<file path="src/rtl/des_round_engine_if.sv">
// Handshake and f-function bus between the DES round engine and its neighbours.
// The engine side uses the slave modport; the driver of blocks, the f-function
// path and the output consumer together form the master side.
interface des_round_engine_if;
    logic         in_valid;
    logic         in_ready;
    logic [64:1]  data_in;
    logic         decrypt;
    logic [32:1]  f_r_out;
    logic [4:1]   round_idx;
    logic [32:1]  f_in;
    logic         out_valid;
    logic         out_ready;
    logic [64:1]  data_out;
    logic         busy;

    modport master (
        output in_valid, data_in, decrypt, f_in, out_ready,
        input  in_ready, f_r_out, round_idx, out_valid, data_out, busy
    );

    modport slave (
        input  in_valid, data_in, decrypt, f_in, out_ready,
        output in_ready, f_r_out, round_idx, out_valid, data_out, busy
    );
endinterface

</file>
<file path="src/rtl/des_round_engine.sv">
// Iterative DES Feistel round controller. Holds the L/R halves, exposes R to the
// external f-function, folds the returned f value into L and swaps halves once
// per cycle. After ROUNDS iterations it presents R16||L16 (final swap omitted)
// and holds it until the downstream stage accepts it.
module des_round_engine #(
    parameter int ROUNDS = 16
) (
    input  logic                  clk,
    input  logic                  rst,
    des_round_engine_if.slave     bus
);

    typedef enum logic [1:0] {
        S_IDLE = 2'd0,
        S_RUN  = 2'd1,
        S_DONE = 2'd2
    } state_t;

    localparam logic [5:1] LP_ROUNDS    = 5'(ROUNDS);
    // Only the low four bits of ROUNDS+1 matter: the subkey index port is
    // four bits wide, so index 16 is presented as 0 modulo 16.
    localparam logic [4:1] LP_ROUNDS_P1 = 4'(ROUNDS + 1);

    state_t       r_state;
    state_t       w_next_state;
    logic [32:1]  r_l;
    logic [32:1]  r_r;
    logic [5:1]   r_cnt;
    logic         r_dec;
    logic [64:1]  r_data_out;
    logic         r_out_valid;

    logic         w_last_round;
    logic [32:1]  w_new_r;
    logic [4:1]   w_round_idx;

    assign w_last_round = (r_state == S_RUN) && (r_cnt == LP_ROUNDS);
    assign w_new_r      = r_l ^ bus.f_in;
    assign w_round_idx  = r_dec ? (LP_ROUNDS_P1 - r_cnt[4:1]) : r_cnt[4:1];

    assign bus.in_ready  = (r_state == S_IDLE);
    assign bus.busy      = (r_state != S_IDLE);
    assign bus.f_r_out   = r_r;
    assign bus.round_idx = (r_state == S_RUN) ? w_round_idx : 4'd0;
    assign bus.out_valid = r_out_valid;
    assign bus.data_out  = r_data_out;

    // State register; reset aborts any block in flight.
    always_ff @(posedge clk or posedge rst) begin
        if (rst) begin
            r_state <= S_IDLE;
        end else begin
            r_state <= w_next_state;
        end
    end

    // Next-state logic: accept in IDLE, iterate in RUN, wait for the consumer in DONE.
    always_comb begin
        w_next_state = r_state;
        case (r_state)
            S_IDLE: if (bus.in_valid) w_next_state = S_RUN;
            S_RUN:  if (r_cnt == LP_ROUNDS) w_next_state = S_DONE;
            S_DONE: if (r_out_valid && bus.out_ready) w_next_state = S_IDLE;
            default: w_next_state = S_IDLE;
        endcase
    end

    // Datapath: load halves, run one Feistel round per cycle, capture and hold the result.
    always_ff @(posedge clk or posedge rst) begin
        if (rst) begin
            r_l         <= '0;
            r_r         <= '0;
            r_cnt       <= '0;
            r_dec       <= 1'b0;
            r_data_out  <= '0;
            r_out_valid <= 1'b0;
        end else begin
            case (r_state)
                S_IDLE: begin
                    if (bus.in_valid) begin
                        r_l   <= bus.data_in[64:33];
                        r_r   <= bus.data_in[32:1];
                        r_dec <= bus.decrypt;
                        r_cnt <= 5'd1;
                    end
                end
                S_RUN: begin
                    r_l <= r_r;
                    r_r <= w_new_r;
                    if (w_last_round) begin
                        r_data_out  <= {w_new_r, r_r};
                        r_out_valid <= 1'b1;
                    end else begin
                        r_cnt <= r_cnt + 5'd1;
                    end
                end
                S_DONE: begin
                    if (r_out_valid && bus.out_ready) begin
                        r_out_valid <= 1'b0;
                        r_cnt       <= '0;
                    end
                end
                default: begin
                    r_out_valid <= 1'b0;
                    r_cnt       <= '0;
                end
            endcase
        end
    end

endmodule

</file>
<file path="src/flat_wrapper.sv">
// flat-port wrapper written by rule: the top's interface ports become plain ports
module des_round_engine_flat 
#(
    parameter int ROUNDS = 16
)
  (clk, rst, bus_in_valid, bus_data_in, bus_decrypt, bus_f_in, bus_out_ready, bus_in_ready, bus_f_r_out, bus_round_idx, bus_out_valid, bus_data_out, bus_busy);
  des_round_engine_if bus_i ();
  input  logic clk;
  input  logic rst;
  input wire logic [$bits(bus_i.in_valid)-1:0] bus_in_valid;
  input wire logic [$bits(bus_i.data_in)-1:0] bus_data_in;
  input wire logic [$bits(bus_i.decrypt)-1:0] bus_decrypt;
  input wire logic [$bits(bus_i.f_in)-1:0] bus_f_in;
  input wire logic [$bits(bus_i.out_ready)-1:0] bus_out_ready;
  output wire logic [$bits(bus_i.in_ready)-1:0] bus_in_ready;
  output wire logic [$bits(bus_i.f_r_out)-1:0] bus_f_r_out;
  output wire logic [$bits(bus_i.round_idx)-1:0] bus_round_idx;
  output wire logic [$bits(bus_i.out_valid)-1:0] bus_out_valid;
  output wire logic [$bits(bus_i.data_out)-1:0] bus_data_out;
  output wire logic [$bits(bus_i.busy)-1:0] bus_busy;
  assign bus_i.in_valid = bus_in_valid;
  assign bus_i.data_in = bus_data_in;
  assign bus_i.decrypt = bus_decrypt;
  assign bus_i.f_in = bus_f_in;
  assign bus_i.out_ready = bus_out_ready;
  assign bus_in_ready = bus_i.in_ready;
  assign bus_f_r_out = bus_i.f_r_out;
  assign bus_round_idx = bus_i.round_idx;
  assign bus_out_valid = bus_i.out_valid;
  assign bus_data_out = bus_i.data_out;
  assign bus_busy = bus_i.busy;
  des_round_engine #(.ROUNDS(ROUNDS)) u_core (.clk(clk), .rst(rst), .bus(bus_i));
endmodule
</file>
<file path="config.mk">
export PLATFORM = sky130hd
export DESIGN_NAME = des_round_engine_flat
export DESIGN_NICKNAME = d
export VERILOG_FILES = /design/src/rtl/des_round_engine_if.sv /design/src/rtl/des_round_engine.sv /design/src/flat_wrapper.sv
export SDC_FILE = /design/constraint.sdc
export NUM_CORES = 1
export LEC_CHECK = 0
export CAP_MARGIN = 25
export CORE_ASPECT_RATIO = 1.75
export CORE_MARGIN = 1
export CORE_UTILIZATION = 42
export DETAILED_ROUTE_END_ITERATION = 10
export PLACE_DENSITY = 0.77
export SLEW_MARGIN = 20
export SYNTH_ARGS = -nofsm -noshare
export SYNTH_HDL_FRONTEND = slang
export SYNTH_SLANG_ARGS = --single-unit
</file>
<file path="constraint.sdc">
create_clock -name clk -period 4.6 [get_ports clk]
set_input_delay 1.15 -clock clk [delete_from_list [all_inputs] [get_ports clk]]
set_output_delay 1.15 -clock clk [all_outputs]
set_load 0.03 [all_outputs]
</file>
==> Implementation_results.wiki <==
{| class="wikitable"
! Metric !! Value
|-
| Reg power frac || 32.0%
|-
| Syn nets || between 600 and 700
|-
| Core Rows || 58
|-
| Cell count after placement || 934
|-
| Dominant cell by count in the synthesized netlist || nand2_1
|-
| Number of library cell types mapped by synthesis || 32
|-
| Final count of hold timing violations || 0
|-
| Hold WS || roughly 0.47 ns
|-
| Multi-input gate area in the final layout || 0.00251 mm^2
|-
| Global-route wire length before repair || 26.6 mm
|-
| Clock transition at the registers of the reported paths || 0.06 ns
|-
| Switching power || 3.14 mW
|-
| Pwr dens || roughly 830 mW/mm^2
|-
| Die Span X || 93.7 um
|-
| Count of routing violations after the opening detailed-route iteration || 297
|-
| Pin count of the biggest net entering global routing || roughly 140
|-
| Most used standard cells in the synthesized netlist || nand2_1, dfrtp_1, o21ai_0, mux2i_1
|-
| Router iterations before antenna repair || 4
|-
| Sequential area share after synthesis || 55.5%
|-
| Count of input and output buffers || 203
|-
| Cell depth of the worst hold path || 2
|-
| Clock sink total || 137
|-
| Path type of the worst min-delay path || reg -> reg
|-
| Fraction of final layout cells sized beyond drive strength 1 || a little under a tenth
|-
| Layout filler cell count || roughly 1,200
|-
| Worst setup skew after layout || 0.00939 ns
|-
| Static power due to leakage || 3.94 nW
|-
| Minimum clock period || 3.52 ns
|-
| Most instantiated flip-flop cell in the synthesis netlist || dfrtp_1
|-
| CTS H-Tree Depth || 4
|-
| Maximum VDD drop || 0.387 mV
|-
| Storage cell area || 0.00343 mm^2
|-
| Number of cells produced by synthesis || 586
|-
| Worst-path maximum fanout || 43
|-
| Count of final max-slew check failures || 0
|-
| Cell types with the largest area share after synthesis || dfrtp_1, nand2_1, mux2_4
|-
| Area of the mapped netlist || roughly 0.0062 mm^2
|-
| Type of destination of the critical path || output pin
|-
| Setup repair after global routing missed its margin || false
|-
| Final standard cell utilization of the core || 61.9%
|-
| Initial antenna violation count || 0
|-
| Tot GR Track Use || 23.0%
|-
| Bufs on Longest Clock Path || 2
|-
| Crit path required time || 3.45 ns
|-
| Internal power || about 4.3 mW
|-
| Area of the core || 0.0144 mm^2
|-
| Sum of internal, switching and leakage power || roughly 7.4 mW
|-
| Non-Filler Cell Area, Final || 0.00890 mm^2
|-
| Number of inserted diodes || 0
|-
| Sum of overflow across all layers after global routing || 0
|-
| Ordered list of cells on the worst path || nor2_1, inv_1, clkdlybuf4s50_1
|-
| Launching element type of the critical path || register
|-
| Fraction of synthesis flops using an asynchronous set or reset pin || 100%
|-
| Placement Setup Slack || 1.52 ns
|-
| Final ANT Viol Nets || 0
|-
| Post-CTS repair timing setup buffer count || 0
|-
| Switching Fraction || approximately 42%
|-
| Total of hold buffers inserted after clock tree synthesis || 0
|-
| Number of gates resized after cts || 0
|-
| Yosys top cell by area || dfrtp_1
|-
| FF-to-FF path depth || 3
|-
| Worst max-slew margin expressed relative to the limit || 34.7%
|-
| Slew @ Worst Pin || 0.980 ns
|-
| Root cell of the clock tree || clkbuf_16
|-
| Final setup slack of the worst path || ~1.1 ns
|-
| Vias post-DR || 4,909
|-
| Crit path arrival time || 2.37 ns
|-
| Outcome || finished clean
|-
| Effective utilization at floorplan || 43.0%
|-
| Final setup vio count || 0
|-
| Area after detailed placement || 0.00827 mm^2
|-
| Achievable Freq || 284 MHz
|-
| Die height || 162 um
|-
| Clock buffers created by TritonCTS || 17
|-
| Vias in the first global route || 5,186
|-
| Max-cap violations || 0
|-
| Area share of the largest cell type after synthesis || 55.5%
|-
| Setup CP Type || reg -> out
|-
| Post-detailed-placement half-perimeter wirelength || 11.3 mm
|-
| Net count of the finished layout || 878
|-
| Flip-flop and latch count after synthesis || 137
|-
| Sum of negative setup slack || 0 ns
|-
| Vias per inst || 5.08
|-
| Number of top-level pins || 204
|-
| Worst-skew pair later-pin latency || approximately 0.42 ns
|-
| Final estimated routing congestion in global placement || 0.827
|-
| Average detailed-routed wire length per instance || roughly 17 um
|-
| Ys Warns || 0
|-
| Mean Syn Cell Area || 10.5 um^2
|-
| Number of enable flip-flop cells after synthesis || 0
|-
| Count of placed standard cells in the final layout, fillers left out || between 900 and 1,000
|-
| Drc violations || 0
|-
| Power share of the clock group || 19.5%
|-
| Area delta synth->final || 44.0%
|-
| Max incr delay on CP || 1.00 ns
|-
| Period utilisation layout || 76.5%
|-
| TritonCTS clock tree || done
|-
| Combinational group share of total power || 48.6%
|-
| Worst path slowest cell || dfrtp_2
|-
| Total Wirelength || roughly 17 mm
|-
| Die area || 0.0152 mm^2
|}
==> registers in the layout, indices dropped and copies added, names as in the netlist <==
name	flops
u_core.r_l	32
u_core.r_dec	1
u_core.bus.out_valid	1
u_core.bus.f_r_out	32
u_core.r_cnt	5
u_core.r_state	2
u_core.bus.data_out	64
==> cells by family after synthesis <==
| family | share of synthesized area (%) |
|---|---|
| xor+xnor | 4.82 |
| compound gates | 9.94 |
| flops | 55.5 |
| fa+ha+maj | 0.810 |
| simple gates | 12.0 |
| mux | 12.7 |
| buf+inv | 4.27 |
==> power groups by stage <==
| stage | combinational (mW) | clock (mW) | sequential [mW] |
|---|---|---|---|
| 2_1_floorplan | 1.49 | 0 | 3.06 |
| 3_3_place_gp | 3.54 | 0 | 2.36 |
| 3_5_place_dp | 3.62 | 0 | 2.39 |
| 4_1_cts | 3.64 | 1.47 | 2.39 |
| 5_1_grt | 3.89 | 1.52 | 2.46 |
| 6_report | 3.61 | 1.44 | 2.37 |
==> cells in the final DEF, fill, tap and decap left out, types with 2 or more instances in the layout <==
| cell | count |
|---|---|
| ha_1 | 4 |
| inv_1 | 5 |
| inv_6 | 5 |
| mux2_2 | 7 |
| nand2_1 | 164 |
| dfrtp_1 | 136 |
| nand3_1 | 2 |
| clkdlybuf4s50_1 | 203 |
| buf_12 | 2 |
| bufinv_16 | 3 |
| nor2_1 | 16 |
| buf_4 | 2 |
| a21oi_1 | 6 |
| mux2i_1 | 33 |
| xor2_1 | 31 |
| clkinv_4 | 3 |
| nor2b_1 | 2 |
| clkinvlp_4 | 3 |
| xnor2_1 | 3 |
| mux2_4 | 25 |
| o22ai_1 | 31 |
| o21ai_0 | 69 |
| clkbuf_16 | 17 |
==> layer usage <==
metal	share of wire, %	vias up	global-route usage (%)
met4	3.4	0	11.0
met1	38	2379	25.3
met2	55	147	41.6
met5	0	-	0
met3	3.9	35	4.25
li1	-	2348	-
==> path summary, 6_finish.rpt <==
kind                                          from                      end  slack (ns)
min reg2reg                u_core.bus.data_out[18]  u_core.bus.data_out[18]        0.47
max in group asynchronous                      rst  u_core.bus.data_out[21]        2.72
max                              u_core.r_state[0]                 bus_busy        1.08
max reg2reg                      u_core.r_state[0]  u_core.bus.data_out[56]        1.93
min                        u_core.bus.data_out[18]  u_core.bus.data_out[18]        0.47
min in group asynchronous                      rst  u_core.bus.data_out[35]        1.26
==> worst max-delay path, delay by kind of cell, from the launching register on <==
family,cells,cell delay [ns]
buffers and inverters,2,0.79
flip-flops,1,1.00
AND/OR/NAND/NOR,1,0.15
==> cell type report <==
type | instances | area share (%)
Sequential cell | 137 | 38.5
Inverter | 6 | 0.295
Timing Repair Buffer | 207 | 23.4
Multi-Input combinational cell | 404 | 28.2
Tap cell | 180 | 2.53
Clock inverter | 14 | 2.09
Clock buffer | 18 | 4.93
No activity file was read; power rests on OpenSTA's default activity.
==> RTL change 1, RTL diff (config.mk and constraints unchanged) <==
Reset style: synchronous (`rst`), changed in 2 clocked blocks.
--- a/src/rtl/des_round_engine.sv
+++ b/src/rtl/des_round_engine.sv
@@ -48,3 +48,3 @@
     // State register; reset aborts any block in flight.
-    always_ff @(posedge clk or posedge rst) begin
+    always_ff @(posedge clk) begin
         if (rst) begin
@@ -68,3 +68,3 @@
     // Datapath: load halves, run one Feistel round per cycle, capture and hold the result.
-    always_ff @(posedge clk or posedge rst) begin
+    always_ff @(posedge clk) begin
         if (rst) begin
Behaviour: differs if rst is asserted again (counterexample within 4 cycles, from zero or initial values and one cycle with rst high); with rst held inactive, the same outputs for 10 cycles.
==> RTL change 1 against the unedited design <==
Non-clock buffer count increased by 4; setup slack improved by 0.081 ns; routed wire length increased by 17%; sequential cell count unchanged; critical path depth unchanged; sequential share of layout area decreased by 6.8 points; cell area decreased by 3.0%; synthesized area decreased by 2.5%; synthesized cell count increased by 11%; largest cell class is now multi-input gates.
Power is not compared: it rests on default switching activity, and its combinational part moved more than twofold at a synthesized area within 25%.
==> RTL change 1: results (changes against the unedited design) <==
{| class="wikitable"
! Metric !! Value
|-
| Non-clock buffer instance count of the final layout || 211 (+1.9%)
|-
| Area occupied by multi-input gates || 2970 µm² (+19%)
|-
| Area contributors post-synth || sky130_fd_sc_hd__dfxtp_1 (46%), sky130_fd_sc_hd__a211oi_1 (8.0%), sky130_fd_sc_hd__mux2i_1 (5.8%), sky130_fd_sc_hd__a21oi_1 (5.5%), sky130_fd_sc_hd__o21ai_0 (5.4%)
|-
| CP arrival || 2.29 ns (-0.08 ns)
|-
| Router iterations before antenna repair || 5 (+1)
|-
| Overall via count from detail_route || 5827 (+19%)
|-
| Wire length of the first global-routing pass || 30600 µm (+15%)
|-
| Run status || complete, no violations
|-
| WL final || 19500 µm (+17%)
|-
| Slew at the pin closest to its max-slew limit || 0.995 ns (+0.0152 ns)
|-
| Total number of multi-input combinational cells || 438 (+8.4%)
|-
| Most common library cells after synthesis || sky130_fd_sc_hd__dfxtp_1 (137), sky130_fd_sc_hd__a21oi_1 (66), sky130_fd_sc_hd__o21ai_0 (65)
|-
| Combined flip-flop and latch cell area || 2740 µm² (-20%)
|-
| Maximum number of pins on one net before global-route repair || 101 (-27%)
|-
| Non-clock inverter count in the final layout || 6 (unchanged)
|-
| Detailed placement HPWL || 12600 µm (+12%)
|-
| Max Fclk || 291 MHz (+2.4%)
|-
| R2R Setup Slk || 1.81 ns (-0.12 ns)
|-
| Async set-reset flop share out of synthesis || 0% (-100 points)
|-
| Hold Startpoint || u_core.bus.data_out[10]
|-
| Post-Synthesis Net Count || 755 (+9.3%)
|-
| Global-route usage over all layers || 26.4% (+3.5 points)
|-
| Met2 WL post-DR || 10500 µm (+14%)
|-
| Final clock-cell share || 6.58% (-0.45 points)
|-
| Worst setup endpoint || bus_round_idx[0]
|-
| Yosys warning count || 0 (unchanged)
|-
| Commonest register cell after synthesis || sky130_fd_sc_hd__dfxtp_1
|-
| M2 GR Usage || 49.1% (+7.5 points)
|-
| N_diodes || 1 (+1)
|-
| Initial antenna violation count || 1 (+1)
|-
| Vias in the first global route || 6037 (+16%)
|-
| Final layout net count || 916 (+4.3%)
|-
| Clock-pin slew on the worst setup and hold paths || 0.06 ns (about the same)
|-
| Worst min-delay path endpoint || u_core.bus.data_out[10]
|-
| Post-place setup slack || 1.15 ns (-0.372 ns)
|-
| Proportion of layout cells with a drive suffix above 1 || 6.31% (-3.0 points)
|-
| Routed metal-1 wirelength || 7180 µm (+14%)
|-
| Cell variety after synth || 38 (+19%)
|-
| Detailed-routed wire length on met3 || 1000 µm (+52%)
|-
| Register area share after synthesis || 45.5% (-10 points)
|-
| Reg-to-reg critical path endpoint || u_core.r_cnt[4]
|-
| Non-clock buffer share of cell area || 24.4% (+0.93 points)
|-
| Met1 usage in global routing || 26.8% (+1.5 points)
|-
| Layout fillers || 1192 (+2.8%)
|-
| Skew final || 0.00918 ns (-0.000212 ns)
|-
| Detailed Route Iter0 Violations || 303 (+2.0%)
|}
-- RTL change 1: cell types whose count changed in the layout (fill, tap and decap cells not counted), moves of 33 or more --
cell	unedited run	this run
sky130_fd_sc_hd__a21oi_1	6	66
sky130_fd_sc_hd__nand2_1	164	1
sky130_fd_sc_hd__a211oi_1	0	64
sky130_fd_sc_hd__nand3_1	2	35
sky130_fd_sc_hd__dfrtp_1	136	0
sky130_fd_sc_hd__dfxtp_1	0	136
sky130_fd_sc_hd__nand3b_1	0	33
-- RTL change 1: power breakdown --
group | leakage, nW | switching (mW) | internal, mW
logic | 1.57 | 0.236 | 0.227
clock network | 0.271 | 0.508 | 0.784
registers | 1.12 | 0.0625 | 1.24
-- RTL change 1: metrics by stage --
step | area, µm² | cells | util [%] | total power [mW] | hold WS, ns
4_1_cts | 8630 | 1001 | 62.1 | 3.07 | 0.478
2_1_floorplan | 6020 | 650 | - | 1.59 | 0.482
3_5_place_dp | 8060 | 969 | 58.0 | 1.79 | 0.469
5_1_grt | 8630 | 1002 | 62.1 | 3.16 | 0.501
6_report | 8630 | 1002 | 62.1 | 3.06 | 0.477
3_3_place_gp | 8040 | 968 | 57.8 | 1.78 | 0.461
-- RTL change 1: kinds of logic (layout without fill, tap and decap cells) --
kind of cell	count (synthesis)	after routing	synth area share, %
fa+ha+maj	4	4	0.831
other cells	0	1	0
buf+inv	75	249	6.11
simple gates	127	127	11.8
compound gates	237	237	24.8
xor+xnor	35	35	5.09
flops	137	137	45.5
mux	35	35	5.82
-- RTL change 1: critical path, stage by stage (launching register included) --
cell,delay [ns]
sky130_fd_sc_hd__dfxtp_2,0.89
sky130_fd_sc_hd__nand2b_4,0.13
sky130_fd_sc_hd__nor2_1,0.17
sky130_fd_sc_hd__clkdlybuf4s50_1,0.69
==> RTL change 2, RTL diff (config.mk and constraints unchanged) <==
Without the edit above. `ROUNDS` is set to 16 in 2 places; all go to 12.
--- a/src/rtl/des_round_engine.sv
+++ b/src/rtl/des_round_engine.sv
@@ -5,3 +5,3 @@
 module des_round_engine #(
-    parameter int ROUNDS = 16
+    parameter int ROUNDS = 12
 ) (
--- a/src/flat_wrapper.sv
+++ b/src/flat_wrapper.sv
@@ -3,3 +3,3 @@
 #(
-    parameter int ROUNDS = 16
+    parameter int ROUNDS = 12
 )
Behaviour: not the same (a bounded check fails within 4 cycles, from zero or initial values and one cycle with rst high).
==> RTL change 2 against the unedited design <==
Count of clock-buffer cells in the layout rose by 2; combinational power fell by 2%; power fell by 1.3%; cell area fell by 0.55%; setup slack got worse by 0.25 ns; routed wire length fell by 1.9%; final cell count fell by 6.9%; synthesized area fell by 1.4%; critical path type unchanged; utilization rose by 1.1 points; largest cell class unchanged; largest power group unchanged; register-to-register slack got worse by 0.18 ns; sequential cell count did not move.
==> RTL change 2: results (changes against the unedited design) <==
{| class="wikitable"
! Metric !! Value
|-
| Run status || complete, no violations
|-
| Number of non-filler instances in the completed layout || 899 (-6.9%)
|-
| Hold Startpoint || u_core.bus.data_out[60]
|-
| Worst min-delay path endpoint || u_core.bus.data_out[60]
|-
| Maximum number of pins on one net before global-route repair || 79 (-43%)
|-
| Routed length per instance || 18.2 µm (+5.4%)
|-
| Max rail drop VDD || 0.449 mV (+16%)
|-
| Reg-to-reg critical path endpoint || u_core.bus.data_out[58]
|-
| Final layout net count || 813 (-7.4%)
|-
| CP arrival || 2.62 ns (+0.25 ns)
|-
| Global-route usage over all layers || 23.1% (+0.16 points)
|-
| Most common library cells after synthesis || sky130_fd_sc_hd__dfrtp_1 (137), sky130_fd_sc_hd__nand2_1 (67), sky130_fd_sc_hd__o21ai_0 (65)
|-
| R2R Setup Slk || 1.75 ns (-0.18 ns)
|-
| Average size of a mapped cell || 11.9 µm² (+12%)
|-
| Met3 Track Usage GR || 4.05% (-0.20 points)
|-
| Wire length of the first global-routing pass || 26500 µm (-0.47%)
|-
| Area contributors post-synth || sky130_fd_sc_hd__dfrtp_1 (56%), sky130_fd_sc_hd__mux2_2 (11%), sky130_fd_sc_hd__o21ai_0 (5.3%), sky130_fd_sc_hd__mux2i_1 (5.3%), sky130_fd_sc_hd__xor2_1 (4.5%)
|-
| Detailed placement HPWL || 11600 µm (+2.1%)
|-
| Leakage power || 3.80 nW (-3.5%)
|-
| Met1 usage in global routing || 23.9% (-1.4 points)
|-
| Final weighted congestion of routability-driven global placement || 0.806 (-2.5%)
|-
| Post-Synthesis Net Count || 619 (-10%)
|-
| M2 GR Usage || 42.7% (+1.1 points)
|-
| Cell area after placement || 8220 µm² (-0.67%)
|-
| Cell variety after synth || 35 (+9.4%)
|-
| Skew final || 0.0145 ns (+0.00514 ns)
|-
| Vias in the first global route || 5159 (-0.52%)
|}
[RTL change 2: worst max-delay path by stage]
stage,from,endpoint,slack (ns),depth (start not counted)
after floorplan,rst,u_core.bus.data_out[10],1.74,1
after global placement,u_core.r_state[0],bus_round_idx[3],1.26,4
after detailed placement,u_core.r_state[0],bus_round_idx[3],1.23,4
after CTS,u_core.r_state[0],bus_round_idx[3],0.78,4
after global routing,u_core.r_state[0],bus_round_idx[0],0.68,4
final,u_core.r_state[0],bus_round_idx[3],0.83,4
[RTL change 2: layout make-up]
type / count / area (µm²) / area share [%]
antenna: 2 / 5.00 / 0.0565
clock buffer: 20 / 457 / 5.16
clock inverter: 11 / 170 / 1.92
inverter: 5 / 22.5 / 0.254
multi-input combinational: 337 / 2440 / 27.5
sequential: 137 / 3430 / 38.7
tap: 177 / 221 / 2.50
timing repair buffer: 210 / 2110 / 23.8
[RTL change 2: logic make-up after synthesis]
family	after synthesis	share of synthesized area, %
flops	137	56.3
compound gates	115	10.6
mux	96	17.1
simple gates	88	6.45
buf+inv	40	3.96
xor+xnor	34	4.89
fa+ha+maj	4	0.821
[RTL change 2: through the flow]
stage	util, %	worst slack (ns)	hold slack, ns
global route	63.0	0.678	0.514
finish	63.0	0.832	0.492
global placement	58.4	1.26	0.472
CTS	63.0	0.778	0.494
floorplan	-	1.74	0.469
detailed placement	58.5	1.23	0.482
[RTL change 2: where the power goes]
| part | internal, mW | switching (mW) |
|---|---|---|
| logic | 1.56 | 1.99 |
| clock network | 0.935 | 0.500 |
| registers | 1.82 | 0.531 |
| total | 4.31 | 3.02 |
[RTL change 2: routing by layer]
metal | share of wire [%] | vias to the layer above
met3 | 3.8 | 34
met5 | 0 | -
met1 | 35 | 2322
met2 | 57 | 157
met4 | 4.0 | 0
li1 | - | 2191
